**config.mk**
```make
export PLATFORM = sky130hd
export DESIGN_NAME = pdm_mic_array
export DESIGN_NICKNAME = d
export VERILOG_FILES = /design/src/rtl/pdm_mic_array.sv
export SDC_FILE = /design/constraint.sdc
export NUM_CORES = 2
export LEC_CHECK = 0
export BUFFER_PORTS_ARGS = -buffer_cell sky130_fd_sc_hd__buf_2
export CORE_MARGIN = 8
export CORE_UTILIZATION = 50
export CTS_CLUSTER_SIZE = 40
export DETAILED_ROUTE_END_ITERATION = 12
export GPL_ROUTABILITY_DRIVEN = 0
export PLACE_DENSITY = 0.75
export SLEW_MARGIN = 10
export SYNTH_ARGS = -nofsm -noshare
export SYNTH_HDL_FRONTEND = slang
export SYNTH_SLANG_ARGS = --single-unit
```
**constraint.sdc**
```tcl
create_clock -name clk -period 9 [get_ports clk]
set_input_delay 1.8 -clock clk [delete_from_list [all_inputs] [get_ports clk]]
set_output_delay 1.8 -clock clk [all_outputs]
set_load 0.1 [all_outputs]
```
**src/rtl/pdm_mic_array.sv**
```systemverilog
// pdm_mic_array: multi-line PDM microphone receiver with a 3rd-order CIC decimator
// per channel, a time-multiplexed comb and a first-word-fall-through PCM FIFO.
// Optional build macro PDM_MIC_ARRAY_DROP_CNT_EN adds a saturating drop_count output.
module pdm_mic_array #(
    parameter int unsigned NUM_LINES  = 1,
    parameter int unsigned DECIMATION = 64,
    parameter int unsigned OUT_WIDTH  = 16,
    parameter int unsigned FIFO_DEPTH = 16,
    localparam int unsigned NCH   = 2 * NUM_LINES,
    localparam int unsigned CH_W  = (NCH > 2) ? $clog2(NCH) : 1,
    localparam int unsigned LVL_W = $clog2(FIFO_DEPTH + 1)
) (
    input  logic                 clk,
    input  logic                 rst,
    input  logic                 enable,
    input  logic [15:0]          period,
    input  logic [NUM_LINES-1:0] pdm_data_in,
    output logic                 pdm_clk_out,
    output logic [OUT_WIDTH-1:0] m_data,
    output logic [CH_W-1:0]      m_channel,
    output logic                 m_last,
    output logic                 m_valid,
    input  logic                 m_ready,
    output logic [LVL_W-1:0]     fifo_level,
    output logic                 overflow,
`ifdef PDM_MIC_ARRAY_DROP_CNT_EN
    output logic [15:0]          drop_count,
`endif
    input  logic                 clear_overflow
);

    localparam int unsigned LOG_R = $clog2(DECIMATION);
    localparam int unsigned CIC_W = 3 * LOG_R + 2;
    localparam int unsigned PTR_W = $clog2(FIFO_DEPTH);
    localparam int unsigned ENT_W = 1 + CH_W + OUT_WIDTH;
    localparam int unsigned EXT_W = (CIC_W > OUT_WIDTH) ? CIC_W : OUT_WIDTH;
    localparam int unsigned SHR   = (CIC_W > OUT_WIDTH) ? CIC_W - OUT_WIDTH : 0;
    localparam int unsigned SHL   = (OUT_WIDTH > CIC_W) ? OUT_WIDTH - CIC_W : 0;

    localparam logic signed [CIC_W-1:0] CIC_ONE     = CIC_W'(1);
    localparam logic signed [CIC_W-1:0] CIC_NEG_ONE = '1;
    localparam logic [LOG_R-1:0]        DEC_LAST    = LOG_R'(DECIMATION - 1);
    localparam logic [LVL_W-1:0]        LVL_ROOM    = LVL_W'(FIFO_DEPTH - NCH);
    localparam logic [CH_W-1:0]         CH_LAST     = CH_W'(NCH - 1);

    typedef enum logic {ST_IDLE, ST_COMB} state_t;

    // Bit clock generator
    logic [15:0] clk_cnt_q, clk_cnt_d, half;
    logic        pdm_clk_q, pdm_clk_d;
    logic        wrap, rise_ev, fall_ev, dec_ev;

    // Input synchroniser, decimation and settle counters
    logic [NUM_LINES-1:0] sync1_q, sync1_d, sync2_q, sync2_d;
    logic [LOG_R-1:0]     dec_cnt_q, dec_cnt_d;
    logic [1:0]           settle_q, settle_d;

    // Per-channel integrators, snapshot bank and comb delay lines
    logic signed [CIC_W-1:0] int1_q [NCH];
    logic signed [CIC_W-1:0] int1_d [NCH];
    logic signed [CIC_W-1:0] int2_q [NCH];
    logic signed [CIC_W-1:0] int2_d [NCH];
    logic signed [CIC_W-1:0] int3_q [NCH];
    logic signed [CIC_W-1:0] int3_d [NCH];
    logic signed [CIC_W-1:0] snap_q [NCH];
    logic signed [CIC_W-1:0] snap_d [NCH];
    logic signed [CIC_W-1:0] dly1_q [NCH];
    logic signed [CIC_W-1:0] dly1_d [NCH];
    logic signed [CIC_W-1:0] dly2_q [NCH];
    logic signed [CIC_W-1:0] dly2_d [NCH];
    logic signed [CIC_W-1:0] dly3_q [NCH];
    logic signed [CIC_W-1:0] dly3_d [NCH];

    // Shared comb datapath
    logic signed [CIC_W-1:0] comb_in, comb1, comb2, comb3;
    logic signed [EXT_W-1:0] comb_ext, comb_scaled;
    logic [OUT_WIDTH-1:0]    sample;

    // Sequencer and FIFO
    state_t               state_q, state_d;
    logic [CH_W-1:0]      ch_q, ch_d;
    logic                 push_q, push_d;
    logic                 settled, room, accept, drop, wr_en, pop;
    logic [ENT_W-1:0]     mem_q [FIFO_DEPTH];
    logic [ENT_W-1:0]     mem_d [FIFO_DEPTH];
    logic [ENT_W-1:0]     rd_ent;
    logic [PTR_W-1:0]     wr_ptr_q, wr_ptr_d, rd_ptr_q, rd_ptr_d;
    logic [LVL_W-1:0]     level_q, level_d;
    logic                 m_valid_q, m_valid_d;
    logic                 overflow_q, overflow_d;
`ifdef PDM_MIC_ARRAY_DROP_CNT_EN
    logic [15:0]          drop_cnt_q, drop_cnt_d;
`endif

    // Bit clock: half-period counter, toggle on wrap, period sampled live
    always_comb begin
        half      = (period[15:1] == 15'd0) ? 16'd1 : {1'b0, period[15:1]};
        wrap      = enable && (clk_cnt_q >= half - 16'd1);
        clk_cnt_d = (!enable || wrap) ? 16'd0 : clk_cnt_q + 16'd1;
        pdm_clk_d = enable && (wrap ? !pdm_clk_q : pdm_clk_q);
        rise_ev   = wrap && !pdm_clk_q;
        fall_ev   = wrap && pdm_clk_q;
        dec_ev    = rise_ev && (dec_cnt_q == DEC_LAST);
        sync1_d   = pdm_data_in;
        sync2_d   = sync1_q;
        dec_cnt_d = !enable ? '0 : (rise_ev ? dec_cnt_q + LOG_R'(1) : dec_cnt_q);
    end

    // Integrators: even channels step on rise events, odd channels on fall events
    always_comb begin
        for (int c = 0; c < NCH; c++) begin
            int1_d[c] = int1_q[c];
            int2_d[c] = int2_q[c];
            int3_d[c] = int3_q[c];
            if (!enable) begin
                int1_d[c] = '0;
                int2_d[c] = '0;
                int3_d[c] = '0;
            end else if ((c % 2 == 0) ? rise_ev : fall_ev) begin
                int1_d[c] = int1_q[c] + (sync2_q[c / 2] ? CIC_ONE : CIC_NEG_ONE);
                int2_d[c] = int2_q[c] + int1_d[c];
                int3_d[c] = int3_q[c] + int2_d[c];
            end
            snap_d[c] = dec_ev ? int3_d[c] : snap_q[c];
        end
    end

    // Shared comb for the channel currently selected by the sequencer
    always_comb begin
        comb_in     = snap_q[ch_q];
        comb1       = comb_in - dly1_q[ch_q];
        comb2       = comb1 - dly2_q[ch_q];
        comb3       = comb2 - dly3_q[ch_q];
        comb_ext    = EXT_W'(comb3);
        comb_scaled = (comb_ext <<< SHL) >>> SHR;
        sample      = OUT_WIDTH'(comb_scaled);
    end

    // Sequencer, settle, frame admission, FIFO and overflow next-state
    always_comb begin
        state_d    = state_q;
        ch_d       = ch_q;
        push_d     = push_q;
        settle_d   = settle_q;
        dly1_d     = dly1_q;
        dly2_d     = dly2_q;
        dly3_d     = dly3_q;
        mem_d      = mem_q;
        wr_ptr_d   = wr_ptr_q;
        rd_ptr_d   = rd_ptr_q;
        level_d    = level_q;
        overflow_d = overflow_q;

        settled = (settle_q == 2'd3);
        room    = (level_q <= LVL_ROOM);
        accept  = dec_ev && settled && room;
        drop    = dec_ev && settled && !room;
        wr_en   = (state_q == ST_COMB) && push_q;
        pop     = m_valid_q && m_ready;
        rd_ent  = mem_q[rd_ptr_q];

        if (!enable) begin
            settle_d = 2'd0;
        end else if (dec_ev && !settled) begin
            settle_d = settle_q + 2'd1;
        end

        case (state_q)
            ST_IDLE: begin
                if (dec_ev) begin
                    state_d = ST_COMB;
                    ch_d    = '0;
                    push_d  = accept;
                end
                // A frame already in flight completes; delays clear once idle
                if (!enable) begin
                    for (int c = 0; c < NCH; c++) begin
                        dly1_d[c] = '0;
                        dly2_d[c] = '0;
                        dly3_d[c] = '0;
                    end
                end
            end
            ST_COMB: begin
                dly1_d[ch_q] = comb_in;
                dly2_d[ch_q] = comb1;
                dly3_d[ch_q] = comb2;
                if (ch_q == CH_LAST) begin
                    state_d = ST_IDLE;
                    push_d  = 1'b0;
                end else begin
                    ch_d = ch_q + CH_W'(1);
                end
            end
            default: state_d = ST_IDLE;
        endcase

        if (wr_en) begin
            mem_d[wr_ptr_q] = {(ch_q == CH_LAST), ch_q, sample};
            wr_ptr_d        = wr_ptr_q + PTR_W'(1);
        end
        if (pop) begin
            rd_ptr_d = rd_ptr_q + PTR_W'(1);
        end
        case ({wr_en, pop})
            2'b10:   level_d = level_q + LVL_W'(1);
            2'b01:   level_d = level_q - LVL_W'(1);
            default: level_d = level_q;
        endcase
        m_valid_d = (level_d != '0);

        if (drop) begin
            overflow_d = 1'b1;
        end else if (clear_overflow) begin
            overflow_d = 1'b0;
        end
    end

`ifdef PDM_MIC_ARRAY_DROP_CNT_EN
    // Saturating dropped-frame counter, cleared with the overflow flag
    always_comb begin
        drop_cnt_d = drop_cnt_q;
        if (clear_overflow) begin
            drop_cnt_d = drop ? 16'd1 : 16'd0;
        end else if (drop && (drop_cnt_q != 16'hFFFF)) begin
            drop_cnt_d = drop_cnt_q + 16'd1;
        end
    end

    // Drop counter register
    always_ff @(posedge clk) begin
        if (rst) begin
            drop_cnt_q <= 16'd0;
        end else begin
            drop_cnt_q <= drop_cnt_d;
        end
    end

    assign drop_count = drop_cnt_q;
`endif

    // State registers
    always_ff @(posedge clk) begin
        if (rst) begin
            clk_cnt_q  <= 16'd0;
            pdm_clk_q  <= 1'b0;
            sync1_q    <= '0;
            sync2_q    <= '0;
            dec_cnt_q  <= '0;
            settle_q   <= 2'd0;
            state_q    <= ST_IDLE;
            ch_q       <= '0;
            push_q     <= 1'b0;
            wr_ptr_q   <= '0;
            rd_ptr_q   <= '0;
            level_q    <= '0;
            m_valid_q  <= 1'b0;
            overflow_q <= 1'b0;
            for (int c = 0; c < NCH; c++) begin
                int1_q[c] <= '0;
                int2_q[c] <= '0;
                int3_q[c] <= '0;
                snap_q[c] <= '0;
                dly1_q[c] <= '0;
                dly2_q[c] <= '0;
                dly3_q[c] <= '0;
            end
            for (int i = 0; i < FIFO_DEPTH; i++) begin
                mem_q[i] <= '0;
            end
        end else begin
            clk_cnt_q  <= clk_cnt_d;
            pdm_clk_q  <= pdm_clk_d;
            sync1_q    <= sync1_d;
            sync2_q    <= sync2_d;
            dec_cnt_q  <= dec_cnt_d;
            settle_q   <= settle_d;
            state_q    <= state_d;
            ch_q       <= ch_d;
            push_q     <= push_d;
            wr_ptr_q   <= wr_ptr_d;
            rd_ptr_q   <= rd_ptr_d;
            level_q    <= level_d;
            m_valid_q  <= m_valid_d;
            overflow_q <= overflow_d;
            int1_q     <= int1_d;
            int2_q     <= int2_d;
            int3_q     <= int3_d;
            snap_q     <= snap_d;
            dly1_q     <= dly1_d;
            dly2_q     <= dly2_d;
            dly3_q     <= dly3_d;
            mem_q      <= mem_d;
        end
    end

    assign pdm_clk_out = pdm_clk_q;
    assign m_data      = rd_ent[OUT_WIDTH-1:0];
    assign m_channel   = rd_ent[OUT_WIDTH +: CH_W];
    assign m_last      = rd_ent[ENT_W-1];
    assign m_valid     = m_valid_q;
    assign fifo_level  = level_q;
    assign overflow    = overflow_q;

endmodule

```
==> results.py <==
metrics = {
    "run_status": {
        "status": "completed",
    },
    "pwr": {
        "power.density_nw_per_um2": 157.7,
        "power_leakage_uw": 0.01298,
        "total_power_uw": 5530,
        "ir_worst_vdd_mv": 0.1679,
    },
    "die": {
        "rows": 93,
        "io_pins": 48,
        "core_sq_um": 63880,
        "dieHeight_microns": 269.3,
        "design.die.area_sq_um": 72510,
        "die_x_microns": 269.3,
        "initial_core_util_pct": 50.21,
    },
    "layout": {
        "syn_to_final_growth_pct": 9.351,
        "drive_gt1_share_pct": 9.421,
        "layout_commonest_cell": "dfxtp_1",
        "nets": 3876,
        "layout_common_cells": "dfxtp_1, nor2_1, nand2_1",
        "fin_util_pct": 54.90,
        "multiInputGateArea_sq_um": 19060,
        "n_fill_cell": 5657,
        "ff_latch_area_sq_um": 11960,
        "final_cell_area_sq_um": 35070,
    },
    "synthesis": {
        "yosys.area_share.simple_pct": 18.25,
        "synth_top_family_by_area": "simple AND/OR/NAND/NOR gates",
        "syn_area_per_cell_sq_um": 8.613,
        "seq_area_frac_synth_pct": 37.26,
        "synth-compound-area-share_pct": 15.88,
        "synth-xor-area-share_pct": 5.286,
        "synth_seq_cells": 597,
        "synthAdderAreaFrac_pct": 8.520,
        "syn-cell-area_sq_um": 32070,
        "ys.flop_type": "dfxtp_1",
        "netlist_instances": 3724,
        "synth_mux_area_share_pct": 11.32,
        "synth_nets": 3959,
        "yosys_warnings": 0,
        "synth_edf_count": 0,
        "synth.distinct_cells": 79,
        "async_reset_ff_share_pct": 0,
    },
    "clock_network": {
        "cts.reportedPaths.clkPinSlew_ns": 0.06,
        "insertion_delay_ns": 0.66,
        "tritoncts.num_buffers": 61,
        "hold_buffers": 0,
        "clock-root-buffer": "clkbuf_16",
        "cts_resized": 0,
        "post_cts_buffers": 0,
        "cts_tree": "yes",
        "htreeDepth": 2,
        "cts.sinks": 597,
        "clockBufferDepth": 3,
    },
    "global_route": {
        "grt_pass1_vias": 25150,
        "overflow": 0,
        "track_usage_pct": 20.27,
        "grt_pass1_wl_mm": 126.2,
        "antenna_found_initial": 3,
        "grt_start_max_net_pins": 179,
    },
    "timing": {
        "finalClockSkew_ns": 0.06825,
        "setup_viol_count_final": 0,
        "drv_slew": 0,
        "max_freq_ghz": 0.1356,
        "tightest_slew_ns": 1.226,
        "rsz0062_at_grt": "false",
        "layout_setup_ws_ns": 1.624,
        "finalHoldViolations": 0,
        "post-route-period-util_pct": 81.96,
        "relSlewSlack_pct": 17.97,
        "fin_tns_setup_ns": 0,
        "min_period_ns": 7.376,
    },
    "routing": {
        "routedWlPerCell_microns": 16.84,
        "dr_total_vias": 25990,
        "drtIter0Drc": 2013,
        "dr.pass1.iters": 7,
        "drt_wl_total_mm": 76.61,
        "drcViolationCount": 0,
        "ant_nets": 0,
        "viasPerCell": 5.713,
    },
    "setup_path": {
        "end_kind": "register",
        "arrival_ns": 7.95,
        "crit_buf_inv": 1,
        "critPathKind": "reg -> reg",
        "cp.required_ns": 9.57,
        "path_max_fanout": 16,
        "crit_path_max_incr_delay_ns": 0.74,
        "reg2reg_slack_ns": 1.62,
        "path_delay_family": "compound AO/OA/AOI/OAI gates",
        "cp_common_cell": "a21oi_1",
        "cp-start-kind": "register",
        "cp_slowest_cell": "xnor2_2",
    },
    "placed_design": {
        "io_buffers": 46,
        "dp.final_hpwl_mm": 49.72,
        "placed_area_sq_um": 32870,
        "dpl_worst_slack_ns": 1.635,
    },
    "flow_run": {
        "maxCapViolations": 0,
    },
    "worst_hold_path": {
        "hold_path_class": "reg -> reg",
    },
}
final timing paths:
check,startpoint,endpoint,depth (start not counted)
worst max-delay path,ch_q,mem_q[213],27
worst min register to register,mem_q[244],mem_q[244],2
worst max register to register,ch_q,mem_q[213],27
worst min-delay path,mem_q[244],mem_q[244],2
where the power goes:
group	switching, uW	internal (uW)
sequential	0.829	2640
clock	1120	1600
combinational	117	51.7
tightest hold or removal path: stages (launching register included):
cell     delay [ns]
dfxtp_1        0.31
nand2_1        0.05
a21oi_1        0.05
per-layer routing:
metal,vias to the layer above,global-route usage [%],routed length (microns)
li1,12860,-,-
met1,12400,27.28,35090
met2,613,33.53,35230
met3,122,3.142,4531
met4,2,5.836,1741
met5,-,0,13
registers in the layout, indices dropped and copies added, names as in the netlist, 2 cells and up:
name        count
wr_ptr_q        4
dec_cnt_q       6
fifo_level      5
clk_cnt_q      16
int1_q         40
snap_q         40
dly2_q         40
mem_q         272
dly3_q         40
int2_q         40
dly1_q         40
int3_q         40
rd_ptr_q        4
settle_q        2
layout make-up:
type,instances,area share [%]
multi-input cells,2832,54.34
flip-flops and latches,597,34.10
clock buffers,85,4.980
well taps,855,3.050
repair buffers,85,1.555
clock inverters,31,1.281
inverters,64,0.6850
diodes,1,0.007135
synth_stat cells, types with 7 or more instances:
cell      count  share of area, %
and3_1       17              0.33
fa_1          9              0.56
nand3b_1     55               1.3
nor2b_1      31              0.60
buf_1        32              0.37
nor2_1      539               6.3
nand3_1      47              0.73
a21boi_1      7              0.16
o21ai_1      29              0.45
a21o_1       55               1.3
nor3_1       51              0.80
and2_1       13              0.25
ha_1        204               8.0
xnor2_1     112               3.1
o21a_1       25              0.59
a22oi_1     115               2.7
o31ai_1      20              0.47
a21oi_1     378               5.9
nor3b_1       9              0.21
xor2_1       70               1.9
or3_1        17              0.33
o21ai_0      77               1.2
a31oi_1      13              0.25
clkbuf_1    197               2.3
a211oi_1     19              0.44
nand4_1      12              0.23
o211ai_1     12              0.28
nand2b_1     20              0.39
dfxtp_1     597                37
nor3_2       10              0.31
inv_1        64              0.75
mux4_2       85               6.0
mux2_2       28              0.98
nand2_1     515               6.0
o21bai_1     12              0.28
mux2i_1     140               4.4
a211o_1       7              0.19
through the flow:
stage                     hold slack [ns]  cells
after global placement             0.4221   4433
after CTS                          0.4543   4549
final                              0.4528   4550
after global routing               0.4655   4549
after floorplan                    0.4138   3724
after detailed placement           0.4301   4433
logic make-up after synthesis:
logic type,Yosys count
AOI/OAI and AO/OA,823
xor gates and xnor gates,187
adders and majority gates,213
buffers and inverters,295
DFF,597
muxes,253
other,1
and+or+nand+nor,1355
Power figures use the tool's default switching activity.
